**config.mk**
```make
export PLATFORM = sky130hd
export DESIGN_NAME = dmem_mmio_responder
export DESIGN_NICKNAME = d
export VERILOG_FILES = /design/src/rtl/dmem_mmio_responder.sv
export SDC_FILE = /design/constraint.sdc
export NUM_CORES = 2
export LEC_CHECK = 0
export ABC_CLOCK_PERIOD_IN_PS = 4250
export CORE_MARGIN = 3
export CORE_UTILIZATION = 65
export CTS_BUF_LIST = sky130_fd_sc_hd__clkbuf_4
export CTS_CLUSTER_DIAMETER = 30
export DETAILED_ROUTE_END_ITERATION = 10
export PLACE_DENSITY = 0.82
export SETUP_SLACK_MARGIN = 0.05
export SYNTH_ARGS = -nofsm -noshare
export SYNTH_HDL_FRONTEND = slang
export SYNTH_SLANG_ARGS = --single-unit
```
**constraint.sdc**
```tcl
create_clock -name clk -period 4.25 [get_ports clk]
set_clock_uncertainty 0.15 [all_clocks]
set_input_delay 0.425 -clock clk [delete_from_list [all_inputs] [get_ports clk]]
set_output_delay 0.425 -clock clk [all_outputs]
set_load 0.005 [all_outputs]
```
**src/rtl/dmem_mmio_responder.sv**
```systemverilog
// dmem_mmio_responder
// Data-memory responder for the pipelined core's MEM stage. It provides a word
// RAM with combinational read and clocked write. It also provides a small
// memory-mapped register window: LED at 0x00, CYCLE at 0x04, STATUS at 0x08
// and STORES at 0x0C, offset from MMIO_BASE.
//
// Build option: define DMEM_MMIO_EN to decode the register window. When it is
// left undefined:
//   - the whole address space is aliased RAM;
//   - led is tied to 0;
//   - misalign_err is cleared only by reset;
//   - the CYCLE and STORES counters are not built.
//
// Ports:
//   clk          - clock; all state changes on the rising edge
//   rst          - synchronous active-low reset
//   addr         - byte address from the MEM stage
//   write_data   - store data
//   mem_write    - store strobe
//   read_data    - load data, combinational from addr
//   led          - LED register contents
//   misalign_err - sticky flag, set by a misaligned store
module dmem_mmio_responder #(
  parameter int unsigned DEPTH_WORDS = 64,
  parameter logic [31:0] MMIO_BASE   = 32'hFFFF_FF00
) (
  input  logic        clk,
  input  logic        rst,
  input  logic [31:0] addr,
  input  logic [31:0] write_data,
  input  logic        mem_write,
  output logic [31:0] read_data,
  output logic [7:0]  led,
  output logic        misalign_err
);

  localparam int unsigned IDX_W = $clog2(DEPTH_WORDS);

  logic [31:0]      ram_q [DEPTH_WORDS];
  logic [IDX_W-1:0] ram_idx;
  logic             mmio_hit;
  logic [7:0]       reg_off;
  logic             store_ok;
  logic             store_bad;
  logic             ram_we;
  logic             status_clr;
  logic [31:0]      mmio_rdata;
  logic             err_q;
  logic             err_d;

  // The upper address bits are ignored on purpose, so RAM wraps.
  assign ram_idx   = addr[IDX_W+1:2];
  assign reg_off   = addr[7:0];
  // During reset, stores are dropped; reset itself clears the flag.
  assign store_ok  = rst & mem_write & (addr[1:0] == 2'b00);
  assign store_bad = rst & mem_write & (addr[1:0] != 2'b00);
  assign ram_we    = store_ok & ~mmio_hit;

`ifdef DMEM_MMIO_EN
  logic [7:0]  led_q;
  logic [7:0]  led_d;
  logic [31:0] cycle_q;
  logic [31:0] cycle_d;
  logic [31:0] stores_q;
  logic [31:0] stores_d;

  assign mmio_hit   = (addr[31:8] == MMIO_BASE[31:8]);
  assign status_clr = store_ok & mmio_hit & (reg_off == 8'h08) & write_data[0];
  assign led        = led_q;

  // Next-state logic for the LED, cycle-counter and store-counter registers.
  always_comb begin
    led_d    = led_q;
    cycle_d  = cycle_q + 32'd1;
    stores_d = stores_q;
    if (!rst) begin
      led_d    = 8'h00;
      cycle_d  = 32'h0000_0000;
      stores_d = 32'h0000_0000;
    end else begin
      if (store_ok && mmio_hit && (reg_off == 8'h00)) begin
        led_d = write_data[7:0];
      end else begin
        led_d = led_q;
      end
      // A store to CYCLE replaces this cycle's increment.
      if (store_ok && mmio_hit && (reg_off == 8'h04)) begin
        cycle_d = write_data;
      end else begin
        cycle_d = cycle_q + 32'd1;
      end
      // Only RAM stores are counted, and the count saturates.
      if (ram_we && (stores_q != 32'hFFFF_FFFF)) begin
        stores_d = stores_q + 32'd1;
      end else begin
        stores_d = stores_q;
      end
    end
  end

  // Register stage for the MMIO registers.
  always_ff @(posedge clk) begin
    led_q    <= led_d;
    cycle_q  <= cycle_d;
    stores_q <= stores_d;
  end

  // Read mux for the register window; unmapped offsets read as zero.
  always_comb begin
    mmio_rdata = 32'h0000_0000;
    case (reg_off)
      8'h00:   mmio_rdata = {24'h00_0000, led_q};
      8'h04:   mmio_rdata = cycle_q;
      8'h08:   mmio_rdata = {31'h0000_0000, err_q};
      8'h0C:   mmio_rdata = stores_q;
      default: mmio_rdata = 32'h0000_0000;
    endcase
  end
`else
  logic unused_addr_bits;

  assign mmio_hit         = 1'b0;
  assign status_clr       = 1'b0;
  assign led              = 8'h00;
  assign mmio_rdata       = 32'h0000_0000;
  assign unused_addr_bits = ^{addr[31:IDX_W+2], MMIO_BASE};
`endif

  // Sticky misalign flag. A set takes priority over a write-1-to-clear.
  always_comb begin
    err_d = err_q;
    if (!rst) begin
      err_d = 1'b0;
    end else if (store_bad) begin
      err_d = 1'b1;
    end else if (status_clr) begin
      err_d = 1'b0;
    end else begin
      err_d = err_q;
    end
  end

  // Register for the misalign flag.
  always_ff @(posedge clk) begin
    err_q <= err_d;
  end

  assign misalign_err = err_q;

  // RAM write port. Contents are not cleared by reset.
  always_ff @(posedge clk) begin
    if (ram_we) begin
      ram_q[ram_idx] <= write_data;
    end
  end

  // Load data selection between the register window and RAM.
  always_comb begin
    read_data = 32'h0000_0000;
    if (mmio_hit) begin
      read_data = mmio_rdata;
    end else begin
      read_data = ram_q[ram_idx];
    end
  end

endmodule

```
Yosys cells after proc, flatten, opt, wreduce, memory -nomap -nowiden. Memory sizes are Yosys's and may differ from the RTL's. Index checks and enable logic that the tools add are counted.

Register bits after elaboration: 1. Latch bits: 0. Memory bits (writable): 2048. Memory bits (read-only): 0. Word-level logic and storage cells: 9. Memories: 1.

Add/subtract/negate cells: 0. Multipliers: 0. Div/mod/pow operators: 0. Order comparisons: 0. Equal/unequal tests: 0. Shift operators: 0. Mux-type cells: 2. Bitwise operators: 3. Reductions and logical operators: 2.

Memories: ram_q (depth 64, width 32, read ports 1, clocked after Yosys merged registers in 0, wr ports 1, line 39) `logic [31:0] ram_q [DEPTH_WORDS];`.

Operators by type and width (count): $and 1x1->1 (3); $logic_not 2->1 (1); $mux 1 (2); $reduce_bool 2->1 (1).

Longest topological paths before layout.
Depth after elaboration: 4. Mapped depth: 11.

Worst setup path after synthesis. OpenSTA, ideal clock, no wires.

Kind: input-to-reg. From: input addr[4]. To: memory ram_q[0][0], enable pin. Arrival time: 3.289 ns. Path slack: 0.389 ns. Stages on the path: 8. Path through: buf_4 -> buf_6 -> buf_2 -> buf_4 -> buf_2 -> nor4_1 -> nand2_1 -> nor2_1.

RTL lines: from (decl) (line 29) `input logic [31:0] addr,`; to (decl) (line 39).

Straight into the memory's write port.

Worst setup path in the final report.
From: memory ram_q[27][3]. To: output read_data[3].

Word-level cells in the longest chain between the ends: 1.

Ends and longest elaborated chain: $mem_v2 64x32; to (decl) (line 32) `output logic [31:0] read_data,`.

Every way passes these cells.

==> impl_metrics.tcl <==
set metrics [dict create \
    layout-drive-gt1-share_pct 27.38 \
    cts_tree "yes" \
    worstSkewPairLatency_ps 1310 \
    status "finished, final reports clean" \
    num_rows 128 \
    core_um2 122400 \
    min_period_ps 4245 \
    ys_types 67 \
    gp_congestion 0.8914 \
    io_pins 108 \
    grt_usage_pct 35.44 \
    wl_per_cell_um 31.92 \
    dp_hpwl_um 128300 \
    finalSetupTns_ps 0 \
    detail-route-antenna-nets 0 \
    place_area_um2 85260 \
    drtPass1Iterations 8 \
    fin_hold_ws_ps 81.59 \
    ir_worst_vdd_mv 0.3135 \
    crit_family "compound AO/OA/AOI/OAI gates" \
    fin_ws_ps 5.066 \
    cp_data_arrival_time_ps 3670 \
    dr.first_iter.drc_count 9320 \
    synth_area_leaders "edfxtp_1, a22oi_1, a221oi_1" \
    clk_path_buf_depth 4 \
    clockRootBuffer "clkbuf_4" \
    cp_num_buf_inv 2 \
    grt_max_degree 91 \
    hold_path.class "primary input to register" \
    rsz0062_at_grt "true" \
    areaGrowthSynthToFinish_pct 14.68 \
    final_hold_viol_count 0 \
    grt_overflow 0 \
    routed_wl_um 227700 \
    cts_buffers 482 \
    die_y_um 357.7 \
    grt_pass1_vias 50756 \
    worst_pin_slew_ps 1365 \
    drv_cap 0 \
    fin_nets 5239 \
    viasPerCell 7.213 \
    vias 51452 \
    period_share_pct 99.88 \
    startpoint_type "register" \
    post-synth-top-area-cell "edfxtp_1" \
    htree_levels 5 \
    synth_area_per_cell_um2 17.49 \
    synth_top_area_share_pct 76.48 \
    final_core_util_pct 75.36 \
    p_per_area_nw_per_um2 436.1 \
    grt_pass1_wl_um 328600 \
    synth_area_um2 80410 \
    drcViolationCount 0 \
    synth_enable_flop_cells 2048 \
    die_area_um2 128000 \
    cp-end-kind "output pin" \
    p_leak_nw 29.62 \
    ys.flop_type "edfxtp_1" \
    numPortBuffers 75 \
    final_cell_area_um2 92210 \
    cpPeakStageDelay_ps 490 \
    setup_violations 0 \
    critPathSlowestCell "clkdlybuf4s50_1" \
    ys_seq_elements 2049 \
    holdPathStages 2 \
    fmax_mhz 235.6 \
    pre_cts_slack_ps -152.3 \
    reg2reg_depth 3 \
    initial_utilization_pct 65.71 \
    ys_warn_count 0 \
    cp_max_fo 1 \
    cp.required_ps 3670 \
    seq_area_frac_synth_pct 76.51 \
    grt_antenna_before_repair 12 \
    relSlewSlack_pct 8.994 \
    slew_viol_final 0 \
    clk_pin_slew_worst_paths_ps 70 \
    path_cells "a221oi_2 > o22ai_1 > a2111oi_2 > buf_4 > nand4_1 > clkdlybuf4s50_1" \
    syn_inst 4598 \
    die_x_um 357.7 \
    post_cts.repair.setup_buffers 0 \
    cts.sinks 2049 \
    path_depth 6 \
    async_reset_ff_share_pct 0 \
    path_class "register to output pin" \
]
## cells in the final DEF (no fill, tap or decap), types with 15 or more instances in the layout
| cell | instances |
|---|---|
| a221oi_1 | 177 |
| nor2_4 | 66 |
| nand3_1 | 77 |
| buf_4 | 267 |
| clkinv_1 | 104 |
| nand4_1 | 18 |
| a22oi_1 | 220 |
| a22o_1 | 31 |
| edfxtp_1 | 2048 |
| o21ai_0 | 58 |
| a221o_1 | 46 |
| o22ai_1 | 98 |
| buf_2 | 35 |
| nor2_1 | 50 |
| nand3b_1 | 146 |
| o221ai_1 | 17 |
| o2bb2ai_1 | 39 |
| mux2_2 | 90 |
| a21oi_1 | 196 |
| clkbuf_4 | 684 |
| mux2i_1 | 166 |
| mux4_2 | 73 |
| o22a_1 | 41 |
| buf_12 | 78 |
| o211ai_1 | 15 |
| nor3b_1 | 17 |
| nand2_1 | 91 |
| dlygate4sd3_1 | 42 |
| nand2b_1 | 63 |
| and3_1 | 21 |
| a211oi_1 | 31 |
| or3b_2 | 70 |
| clkdlybuf4s50_1 | 15 |
## logic make-up after synthesis
family          Yosys count  share of synthesized area [%]
mux                     331                          5.398
simple gates            678                          5.034
buf+inv                 390                          2.462
other cells               1                       0.004664
compound gates         1149                          10.59
flops                  2049                          76.51
## stage by stage
stage,std cells,total power [mW]
final,7133,40.21
after global placement,6270,24.92
after detailed placement,6270,25.00
after CTS,7128,40.11
after global routing,7131,41.39
after floorplan,4605,23.83
## routing by layer
layer	vias up	global-route usage (%)	wire length, um
li1	20467	-	-
met1	24990	46.70	74830
met2	5057	53.42	105500
met3	924	12.38	35690
met4	14	17.18	11460
met5	-	0.4906	163
## cell usage after synthesis, drive strengths merged (74+ instances only)
library cell	count
o22ai	102
a22oi	233
nor2	116
clkbuf	155
mux2i	167
mux2	91
nand3	79
nand3b	146
buf	228
a21oi	204
o21ai	74
edfxtp	2048
a221oi	194
nand2	91
## worst reg2reg max path, cell delays in order (launching register included)
cell,delay [ps]
dfxtp_1,340
inv_1,40
a21boi_0,130
dlygate4sd3_1,570
## area by class of cell
class | count | area (um2)
multi-input combinational | 2167 | 18120
tap | 1625 | 2033
clock inverter | 132 | 760.7
sequential | 2049 | 61520
inverter | 7 | 32.53
antenna | 4 | 10.01
clock buffer | 684 | 5135
fill | 6371 | 30150
timing repair buffer | 465 | 4606
## registers in the layout, summed over array words and instances (netlist names)
name	flops
misalign_err	1
ram_q	2048
## repair_timing
| item | 4_1_cts | 5_1_grt |
|---|---|---|
| setup endpoints to repair | 32 | 17 |
| endpoints found under the hold margin | 2049 | 0 |
| pin swaps | 40 | 17 |
| gates cloned | 0 | 1 |
| hold buffers | 42 | 0 |
| gates resized for setup | 159 | 32 |
## report_power, final
| group | internal [mW] | switching (mW) |
|---|---|---|
| logic | 0.858 | 1.67 |
| clock network | 7.89 | 7.54 |
| registers | 22.2 | 0.00717 |
| total | 31.0 | 9.22 |
## worst paths after layout
path              slack (ps)       endpoint           start
setup / recovery           5   read_data[3]    ram_q[27][3]
hold / removal            80  ram_q[22][21]  write_data[21]
setup reg to reg        2970   misalign_err    misalign_err
hold reg to reg          880   misalign_err    misalign_err
Power figures use the tool's default switching activity.
